==> src/rtl/wb_pkg.sv <==
// Shared constants and encodings for the register-file writeback port arbiter.
package wb_pkg;

  localparam int unsigned REG_ADDR_WIDTH = 5;
  localparam int unsigned DATA_WIDTH     = 32;
  localparam int unsigned WAIT_WIDTH     = 4;

  localparam logic WB_SRC_ALU = 1'b0;
  localparam logic WB_SRC_LSU = 1'b1;

  typedef enum logic {
    LSU_PRI = 1'b0,
    ALU_PRI = 1'b1
  } prio_state_e;

endpackage

==> src/rtl/wb_wait_counter.sv <==
// Saturating wait counter: clear beats increment, otherwise holds.
module wb_wait_counter #(
  parameter int unsigned WIDTH = 4,
  parameter int unsigned MAX   = 3
) (
  input  logic             clk,
  input  logic             reset,
  input  logic             i_inc,
  input  logic             i_clr,
  output logic [WIDTH-1:0] o_cnt,
  output logic             o_at_max
);

  logic [WIDTH-1:0] r_cnt;

  always_ff @(posedge clk) begin
    if (reset) begin
      r_cnt <= '0;
    end else if (i_clr) begin
      r_cnt <= '0;
    end else if (i_inc && (r_cnt != WIDTH'(MAX))) begin
      r_cnt <= r_cnt + WIDTH'(1);
    end
  end

  assign o_cnt    = r_cnt;
  assign o_at_max = (r_cnt == WIDTH'(MAX));

endmodule

==> src/rtl/wb_port_arbiter.sv <==
// Arbitrates the single register-file write port between ALU writeback and
// LSU load return, with a bounded-wait guarantee for the ALU.
module wb_port_arbiter
  import wb_pkg::*;
#(
  parameter int unsigned REG_ADDR_WIDTH = wb_pkg::REG_ADDR_WIDTH,
  parameter int unsigned DATA_WIDTH     = wb_pkg::DATA_WIDTH,
  parameter int unsigned MAX_WAIT       = 3
) (
  input  logic                      clk,
  input  logic                      reset,
  input  logic                      alu_valid,
  input  logic [REG_ADDR_WIDTH-1:0] alu_rd,
  input  logic [DATA_WIDTH-1:0]     alu_data,
  output logic                      alu_ready,
  input  logic                      lsu_valid,
  input  logic [REG_ADDR_WIDTH-1:0] lsu_rd,
  input  logic [DATA_WIDTH-1:0]     lsu_data,
  output logic                      lsu_ready,
  input  logic                      wb_stall,
  output logic                      wr_en,
  output logic [REG_ADDR_WIDTH-1:0] wr_addr,
  output logic [DATA_WIDTH-1:0]     wr_data,
  output logic                      wr_src,
  output logic [3:0]                alu_wait
);

  prio_state_e r_state, w_state_next;

  logic                      w_alu_ready, w_lsu_ready;
  logic                      w_alu_xfer, w_lsu_xfer, w_xfer, w_write;
  logic                      w_wait_inc, w_wait_at_max;
  logic [WAIT_WIDTH-1:0]     w_wait_cnt;
  logic [REG_ADDR_WIDTH-1:0] w_rd;
  logic [DATA_WIDTH-1:0]     w_data;
  logic                      w_src;

  logic                      r_wr_en;
  logic [REG_ADDR_WIDTH-1:0] r_wr_addr;
  logic [DATA_WIDTH-1:0]     r_wr_data;
  logic                      r_wr_src;

  always_comb begin
    w_alu_ready = 1'b0;
    w_lsu_ready = 1'b0;
    if (!reset && !wb_stall) begin
      if (alu_valid && lsu_valid) begin
        if (r_state == ALU_PRI) w_alu_ready = 1'b1;
        else                    w_lsu_ready = 1'b1;
      end else begin
        w_alu_ready = alu_valid;
        w_lsu_ready = lsu_valid;
      end
    end
  end

  assign w_alu_xfer = alu_valid & w_alu_ready;
  assign w_lsu_xfer = lsu_valid & w_lsu_ready;
  assign w_xfer     = w_alu_xfer | w_lsu_xfer;
  assign w_wait_inc = alu_valid & ~w_alu_ready & ~wb_stall & ~reset;

  wb_wait_counter #(
    .WIDTH (WAIT_WIDTH),
    .MAX   (MAX_WAIT)
  ) u_wait (
    .clk      (clk),
    .reset    (reset),
    .i_inc    (w_wait_inc),
    .i_clr    (w_alu_xfer),
    .o_cnt    (w_wait_cnt),
    .o_at_max (w_wait_at_max)
  );

  // Flip priority in the same cycle the count reaches MAX_WAIT, so the very
  // next contested cycle goes to the ALU.
  always_comb begin
    w_state_next = r_state;
    case (r_state)
      LSU_PRI: begin
        if (!w_alu_xfer &&
            (w_wait_at_max ||
             (w_wait_inc && (w_wait_cnt == WAIT_WIDTH'(MAX_WAIT - 1)))))
          w_state_next = ALU_PRI;
      end
      ALU_PRI: begin
        if (w_alu_xfer) w_state_next = LSU_PRI;
      end
      default: w_state_next = LSU_PRI;
    endcase
  end

  always_ff @(posedge clk) begin
    if (reset) r_state <= LSU_PRI;
    else       r_state <= w_state_next;
  end

  assign w_rd    = w_lsu_xfer ? lsu_rd   : alu_rd;
  assign w_data  = w_lsu_xfer ? lsu_data : alu_data;
  assign w_src   = w_lsu_xfer ? WB_SRC_LSU : WB_SRC_ALU;
  assign w_write = w_xfer && (w_rd != '0);

  // Transfers to x0 are consumed but leave the port registers untouched.
  always_ff @(posedge clk) begin
    if (reset) begin
      r_wr_en   <= 1'b0;
      r_wr_addr <= '0;
      r_wr_data <= '0;
      r_wr_src  <= WB_SRC_ALU;
    end else begin
      r_wr_en <= w_write;
      if (w_write) begin
        r_wr_addr <= w_rd;
        r_wr_data <= w_data;
        r_wr_src  <= w_src;
      end
    end
  end

  assign alu_ready = w_alu_ready;
  assign lsu_ready = w_lsu_ready;
  assign wr_en     = r_wr_en;
  assign wr_addr   = r_wr_addr;
  assign wr_data   = r_wr_data;
  assign wr_src    = r_wr_src;
  assign alu_wait  = w_wait_cnt;

endmodule
==> config.mk <==
export PLATFORM = sky130hd
export DESIGN_NAME = wb_port_arbiter
export DESIGN_NICKNAME = d
export VERILOG_FILES = /design/src/rtl/wb_pkg.sv /design/src/rtl/wb_wait_counter.sv /design/src/rtl/wb_port_arbiter.sv
export SDC_FILE = /design/constraint.sdc
export NUM_CORES = 1
export LEC_CHECK = 0
export ABC_CLOCK_PERIOD_IN_PS = 2700
export BUFFER_PORTS_ARGS = -buffer_cell sky130_fd_sc_hd__buf_2
export CORE_MARGIN = 2
export CORE_UTILIZATION = 44
export DETAILED_ROUTE_END_ITERATION = 8
export GPL_ROUTABILITY_DRIVEN = 0
export PLACE_DENSITY = 0.79
export SLEW_MARGIN = 20
export SYNTH_ARGS = -nofsm -noshare
export SYNTH_HDL_FRONTEND = slang
export SYNTH_SLANG_ARGS = --single-unit
==> constraint.sdc <==
create_clock -name clk -period 2.7 [get_ports clk]
set_clock_uncertainty 0.15 [all_clocks]
set_input_delay 0.54 -clock clk [delete_from_list [all_inputs] [get_ports clk]]
set_output_delay 0.54 -clock clk [all_outputs]
set_load 0.05 [all_outputs]
==> results of run 1 <==
## layout make-up
class / instances / share of cell area [%]
clock buffers: 8 / 3.03
inverters: 7 / 0.883
multi-input cells: 149 / 41.8
flip-flops and latches: 44 / 29.6
well taps: 70 / 2.94
repair buffers: 127 / 21.7
## metrics by stage
step                      total power (W)  instance area [um^2]
after floorplan                   0.00103                  2250
after global placement            0.00115                  2880
after detailed placement          0.00116                  2880
after CTS                         0.00157                  2970
after global routing              0.00163                  2970
final                             0.00154                  2970
## routing by layer
metal / routed length [um] / global-route usage [%]
met3: 299 / 4.23
met5: 0 / 0
met4: 44 / 4.09
met2: 2490 / 31.7
met1: 2040 / 18.9
## power by group through the flow
stage	registers [W]	logic (W)	clock network [W]
final	0.000719	0.000417	0.000407
after global routing	0.000725	0.000448	0.000458
after CTS	0.000719	0.000423	0.000425
after detailed placement	0.000734	0.000421	0
after global placement	0.000732	0.000415	0
after floorplan	0.000896	0.000138	0
## Yosys cell counts, drive strengths merged
cell     instances  area share, %
nand2b          36             10
mux2i           71             32
nand3            1           0.22
nand2            1           0.17
a21oi            3           0.67
o2bb2ai          1           0.39
buf              7            3.8
or3              1           0.28
or2              1           0.28
xnor2            3            1.2
nor2             8            1.3
a211o            1           0.39
nor2b            2           0.56
inv              7            1.2
a221oi           1           0.39
or4              2            1.0
o2111a           1           0.50
o32ai            1           0.39
a211oi           4            2.0
nor3             3           0.67
clkbuf           5           0.83
dfxtp           44             39
nor4             2           0.83
ha               2            1.1
o31ai            1           0.33
o21ai            2           0.44
or3b             1           0.39
## final timing paths
check / startpoint / endpoint / cells past startpoint
worst max-delay path: reset / alu_ready / 4
worst min register to register: wr_data[5] / wr_data[5] / 2
worst min-delay path: wr_data[5] / wr_data[5] / 2
worst max register to register: r_state / wr_data[2] / 5
## critical path, stage by stage
cell,delay (ps)
buf_2,170
or3b_1,480
nor2b_1,160
buf_2,280
## sequential cells by signal, indices dropped and copies added (netlist names)
register,cells
wr_addr,5
wr_en,1
wr_src,1
r_state,1
wr_data,32
u_wait.o_cnt,4
## logic make-up (layout without fill, tap and decap cells)
logic type,count (synthesis),in the layout
simple gates,58,58
fa+ha+maj,2,2
mux,71,71
buf+inv,19,142
xor+xnor,3,3
flops,44,44
compound gates,15,15
==> impl_metrics.ini, run 1 <==
[status]
status = complete, no violations

[global_routing]
grt_max_degree = 37
grt_pass1_vias = 1775
grt_usage_pct = 16.8
grt_first_pass_wirelength_mm = 7.39
overflow = 0
antenna_found_initial = 0

[finish]
syn_to_final_growth_pct = 32.1
final_nets = 415
stdcell_count = 405
final_common_cell = buf_2
antenna_cells = 0
fill_cells = 503
drive_gt1_share_pct = 43.0
layout_common_cells = 123 x buf_2, 71 x mux2i_1, 44 x dfxtp_1, 36 x nand2b_1, 8 x nor2_1
register_area_um2 = 881
multiInputGateArea_mm2 = 0.00124
final_core_util_pct = 59.4

[clock_network]
clkTransAtPathRegs_ps = 70
cts_buffers = 5
clock-root-buffer = clkbuf_8
clockBufferDepth = 2
htree_levels = 2
postCtsSetupBuffers = 0
cts_tree = built
cts_sinks = 44
ctsHoldBuffers = 0
clock_latency_ps = 280
postCtsResizedCells = 0

[placement]
dp.cells = 397
hpwl_mm = 3.79
portBuffers = 123
place_ws_ps = 341

[die]
core_mm2 = 0.00501
fp.dieArea_mm2 = 0.00571
core.rowCount = 26
fp.dieH_um = 75.5
io_pins = 124
die-width_um = 75.5
initial_utilization_pct = 45.0

[power_and_ir_drop]
comb_power_share_pct = 27.0
seqPwrFrac_pct = 46.6
power.switching_w = 0.000495
clockPowerShare_pct = 26.4
power_density_mw_per_mm2 = 519
ir_drop_v = 0.000209
p_leak_nw = 1.75
power.internal_w = 0.00105
sw_frac_of_total_pct = 32.1

[logic_synthesis]
synth-compound-area-share_pct = 5.50
synth_adder_area_share_pct = 1.11
synth_mux_area_share_pct = 31.6
synth_nets = 293
synth_top_family_by_area = multiplexers
synth_cells = 212
synthSimpleGateAreaFrac_pct = 15.7
ys.warnings.count = 0
ys_ff_latch = 44
synth-xor-area-share_pct = 1.17
syn-cell-area_mm2 = 0.00225
synth_cell_types = 32
synth_area_per_cell_um2 = 10.6
yosysSeqAreaShare_pct = 39.1

[sta]
grt_setup_unrepaired = no
setup_slack_ps = 383
finalSetupTns_ps = 0
slew_violations = 0
worstMarginPinSlew_ps = 599
timing.final.crit_share_pct = 85.8
whs_ps = 323
fmax_mhz = 432
period_needed_ps = 2320
final-setup-viol-count = 0
hold_viol = 0
max_slew_margin_pct = 60.0

[setup_path]
r2r_slack_ps = 740
cp-start-kind = input pin
worst-setup-path-type = in -> out
cp-end-kind = primary output
critPathMaxFanout = 14
cp.arrival_ps = 1630
cp.required_ps = 2010

[routing]
wirelength_mm = 4.87
antenna_left = 0
vias = 1939
post_drt_via_cell_ratio = 4.79
drc_errors = 0
firstDrtPassIters = 4
drtIter0Drc = 40
wire_per_inst_um = 12.0

[worst_hold_path]
hold_path.class = reg -> reg

[flow_run]
maxCapViolations = 0
Power figures use the tool's default switching activity.
==> run 2, diff against run 1 <==
- CORE_UTILIZATION: 44 -> 43
- PLACE_DENSITY: 0.79 -> 0.8
- SYNTH_HIERARCHICAL: unset -> 1
==> run 2 against run 1 <==
  * Combinational power down 11%
  * Critical path type unchanged
  * Flip-flop and latch count did not move
  * Clock power rose by 18%
  * Via count rose by 1.2%
  * Wire length rose by 4.1%
  * Register-to-register slack got worse by 200 ps
  * Die area is 7.8% lower
  * Hold slack got worse by 13 ps
  * Cell area fell by 7.6%
==> impl_metrics.ini, run 2 <==
[logic_synthesis]
ys.warnings.count = 6
synth_edf_count = 0
synth_flop_cell = dfxtp_1
ys_async_sr_fraction_pct = 0
yosysMostFrequentCell = dfxtp_1
synth_top_area_share_pct = 43.6
synth_cells = 184
synth_nets = 264
synth_top_area_cell = dfxtp_1
syn-cell-area_mm2 = 0.00202
synth.area.top_cells = dfxtp_1 44%, o221a_1 19%, o21a_1 12%
synth_cell_types = 40
yosysSeqAreaShare_pct = 43.6
ys_ff_latch = 44
synth_area_per_cell_um2 = 11.0
synth_commonest_cells = 44 x dfxtp_1, 34 x o221a_1, 32 x o21a_1, 8 x inv_1, 6 x buf_4

[routing]
drc_errors = 0
drtIter0Drc = 54
wire_per_inst_um = 14.3
post_drt_via_cell_ratio = 5.53
vias = 1963
firstDrtPassIters = 4
antenna_left = 0
wirelength_mm = 5.07

[setup_path]
r2r-end = wr_addr[1]
cp-end-kind = primary output
worst-setup-path-type = in -> out
cp-start-kind = input pin
r2r_slack_ps = 540
critPathLaunch = reset
cp.required_ps = 2010
worstRegToRegCells = 4
critPathMaxFanout = 13
cp.arrival_ps = 1740
cp-endpoint = lsu_ready
crit-reg2reg-launch = r_state

[die]
core_mm2 = 0.00444
io_pins = 124
core.rowCount = 24
fp.dieArea_mm2 = 0.00526
initial_utilization_pct = 45.5
fp.dieH_um = 72.6
die-width_um = 72.6

[sta]
finalSetupTns_ps = 0
hold_viol = 0
grt_setup_unrepaired = no
period_needed_ps = 2430
timing.final.crit_share_pct = 90.2
final-setup-viol-count = 0
max_slew_margin_pct = 36.0
slew_violations = 0
worstMarginPinSlew_ps = 958
fmax_mhz = 411

[global_routing]
grt_max_degree = 39
top_usage_layer = met2
met2_usage_pct = 32.4
grt_pass1_vias = 1704
antenna_found_initial = 0
overflow = 0
grt_use_met3_pct = 5.00
grtUsageMet1_pct = 21.6
grt_usage_pct = 18.6
grt_first_pass_wirelength_mm = 7.65

[power_and_ir_drop]
clockPowerShare_pct = 30.9
power_density_mw_per_mm2 = 567
p_leak_nw = 1.30
seqPwrFrac_pct = 45.3
ir_drop_v = 0.000307
power.internal_w = 0.00109
comb_power_share_pct = 23.8
power.switching_w = 0.000466
sw_frac_of_total_pct = 29.9

[flow_run]
maxCapViolations = 0

[placement]
portBuffers = 123
dp.cells = 347
hpwl_mm = 3.67

[finish]
syn_to_final_growth_pct = 36.0
final_nets = 382
stdcell_count = 355
layout_common_cells = 123 x buf_2, 44 x dfxtp_1, 34 x o221a_1, 32 x o21a_1, 8 x inv_1
largest_register_ffs = 32
drive_gt1_share_pct = 47.5
final_common_cell = buf_2
antenna_cells = 0

[clock_network]
htree_levels = 2
clock-root-buffer = clkbuf_8
ctsHoldBuffers = 0
postCtsSetupBuffers = 0
cts_sinks = 44
clockBufferDepth = 2
postCtsResizedCells = 0
clkTransAtPathRegs_ps = 70
cts_buffers = 5
cts_tree = built
clock_latency_ps = 290

[worst_hold_path]
hold_path.class = reg -> reg

[status]
status = complete, no violations
==> run 2: changes by cell type after synthesis, sizes merged, moves of 4 or more <==
cell,before,now
mux2i,71,3
nand2b,36,1
o221a,0,34
o21a,0,32
nand2,1,5
==> run 2: layer usage <==
layer	routed length [um]	part of all wire (%)
met5	0	0
met4	78	1.5
met3	392	7.7
met2	2440	48
met1	2160	43
==> run 2: cell type report <==
type                            count  area, um^2
Clock buffer                        6        72.6
Clock inverter                      2        35.0
Fill cell                         409        1700
Inverter                           10        38.8
Multi-Input combinational cell    116        1010
Sequential cell                    44         881
Tap cell                           52        65.1
Timing Repair Buffer              125         643
==> run 2: power groups by stage <==
| stage | Combinational [W] | Sequential, W | Clock, W |
|---|---|---|---|
| after floorplan | 0.000118 | 0.000856 | 0 |
| after global placement | 0.000367 | 0.000719 | 0 |
| after detailed placement | 0.000373 | 0.000720 | 0 |
| after CTS | 0.000374 | 0.000705 | 0.000498 |
| after global routing | 0.000394 | 0.000710 | 0.000525 |
| final | 0.000371 | 0.000705 | 0.000481 |
==> run 2: how the worst min path moves through the flow <==
stage,endpoint,depth (start not counted),slack [ps],start
5_1_grt,wr_data[14],1,330,wr_data[14]
4_1_cts,wr_data[22],1,320,wr_data[22]
2_1_floorplan,r_state,2,400,r_state
3_3_place_gp,wr_data[27],1,290,wr_data[27]
6_report,wr_data[0],1,310,wr_data[0]
3_5_place_dp,wr_data[22],1,300,wr_data[22]
==> run 2: critical path: stages <==
cell      delay, ps
buf_2           180
a211oi_2        330
nand2_1         190
inv_1           200
buf_2           300
==> run 2: stage by stage <==
stage | hold slack (ps) | instance area (um^2) | utilization [%] | power, W | setup WS [ps]
after floorplan | 400 | 2020 | - | 0.000973 | 110
after global placement | 291 | 2640 | 59.4 | 0.00109 | 226
after detailed placement | 299 | 2640 | 59.4 | 0.00109 | 172
after CTS | 317 | 2750 | 61.8 | 0.00158 | 267
after global routing | 325 | 2750 | 61.8 | 0.00163 | 177
final | 311 | 2750 | 61.8 | 0.00156 | 265
==> run 2: cells by family (layout without fill, tap and decap cells) <==
logic type      after synthesis  after routing  share of synthesized area, %
simple gates                 26             26                          7.74
flops                        44             44                          43.6
compound gates               85             85                          39.3
fa+ha+maj                     1              1                         0.619
xor+xnor                      1              1                         0.434
mux                           3              3                          1.49
buf+inv                      24            143                          6.81
==> run 3, diff against run 2 <==
- CORE_UTILIZATION: 43 -> 44
- CTS_BUF_LIST: unset -> sky130_fd_sc_hd__clkbuf_4
- PLACE_DENSITY: 0.8 -> 0.82
==> run 3 against run 2 <==
  * Clock power decreased by 35%
  * Hold slack better by 14 ps
  * Sequential share of layout area up 0.34 points
  * Via count rose by 0.66%
  * Sequential power hardly changed
  * Maximum frequency decreased by 2.8%
  * Global-route usage grew 1.5 points
  * Die area fell by 2.2%
  * Critical path depth down 1
  * First-iteration DRC count shrank 30%
  * Highest routed layer unchanged
==> impl_metrics.ini, run 3 (same netlist as run 2, synthesis figures left out) <==
[setup_path]
critPathMaxFanout = 5
worst-setup-path-type = reg -> out
cp-end-kind = primary output
cp.required_ps = 2010
slowest_stage = a211oi_2
path_cells = a211oi_2, nand2_1, inv_1, buf_2
cp.arrival_ps = 1810
cp-start-kind = flip-flop
critPathMaxStageDelay_ps = 380

[routing]
wirelength_mm = 5.30
post_drt_via_cell_ratio = 5.52
firstDrtPassIters = 4
drtIter0Drc = 38
vias = 1976
wire_per_inst_um = 14.8
antenna_left = 0
drc_errors = 0

[die]
io_pins = 124
die-width_um = 71.8
fp.dieArea_mm2 = 0.00515
fp.dieH_um = 71.8
initial_utilization_pct = 46.1
core.rowCount = 24
core_mm2 = 0.00438

[clock_network]
clockBufferDepth = 2
ctsHoldBuffers = 0
cts_buffers = 5
clock_latency_ps = 350
htree_levels = 2
clock-root-buffer = clkbuf_4
postCtsResizedCells = 0
clkTransAtPathRegs_ps = 130
postCtsSetupBuffers = 0
cts_sinks = 44
cts_tree = built

[sta]
final-setup-viol-count = 0
worstMarginPinSlew_ps = 986
max_slew_margin_pct = 34.1
hold_viol = 0
period_needed_ps = 2500
finalSetupTns_ps = 0
whs_ps = 325
grt_setup_unrepaired = no
timing.final.crit_share_pct = 92.8
slew_violations = 0
fmax_mhz = 399

[placement]
portBuffers = 123
hpwl_mm = 3.90
dp.cells = 350

[finish]
antenna_cells = 0
layout_common_cells = 123 x buf_2, 44 x dfxtp_1, 34 x o221a_1, 32 x o21a_1, 8 x inv_1
final_nets = 385
fill_cells = 395
syn_to_final_growth_pct = 34.6
final_common_cell = buf_2
largest_register_ffs = 32
drive_gt1_share_pct = 48.4
stdcell_count = 358

[global_routing]
grt_first_pass_wirelength_mm = 8.14
grt_max_degree = 39
antenna_found_initial = 0
grt_pass1_vias = 1842
overflow = 0
grt_usage_pct = 20.1

[power_and_ir_drop]
power_w = 0.00139
power_density_mw_per_mm2 = 512
ir_drop_v = 0.000275
p_leak_nw = 1.29

[worst_hold_path]
hold_path.class = reg -> reg

[flow_run]
maxCapViolations = 0

[status]
status = complete, no violations
## run 3: cell type report
type	instances	area, um^2	share of cell area [%]
Clock inverter	3	18.8	0.690
Timing Repair Buffer	128	666	24.5
Tap cell	52	65.1	2.39
Multi-Input combinational cell	116	1010	37.2
Inverter	10	38.8	1.43
Clock buffer	5	37.5	1.38
Sequential cell	44	881	32.4
## run 3: path summary, 6_finish.rpt
check	from	slack, ps	endpoint	depth (start not counted)
worst max-delay path	r_state	200	lsu_ready	4
worst min-delay path	wr_data[27]	320	wr_data[27]	1
worst max register to register	r_state	510	wr_addr[0]	4
worst min register to register	wr_data[27]	320	wr_data[27]	1
## run 3: metrics by stage
| step | area, um^2 | setup WS [ps] | util (%) |
|---|---|---|---|
| 6_report | 2720 | 196 | 62.0 |
| 3_5_place_dp | 2660 | 190 | 60.7 |
| 5_1_grt | 2720 | 37.5 | 62.0 |
| 4_1_cts | 2720 | 165 | 62.0 |
| 3_3_place_gp | 2660 | 260 | 60.7 |
| 2_1_floorplan | 2020 | 110 | - |
## run 3: layer usage
metal	part of all wire, %	vias up	global-route usage [%]
met5	0	-	0
met4	0.77	0	6.71
met3	7.0	4	6.61
met2	50	73	36.2
met1	42	923	22.1
li1	-	976	-
## run 3: power breakdown
group | internal (W) | switching [W] | total [W] | leakage [nW]
sequential | 0.000688 | 0.0000182 | 0.000706 | 0.361
combinational | 0.000131 | 0.000243 | 0.000374 | 0.895
clock | 0.000100 | 0.000212 | 0.000312 | 0.0349
## run 3: critical path: cells and delay by family, from the launching register on
kind / cells / cell delay (ps)
buf+inv: 2 / 520
flops: 1 / 360
compound gates: 1 / 380
simple gates: 1 / 210
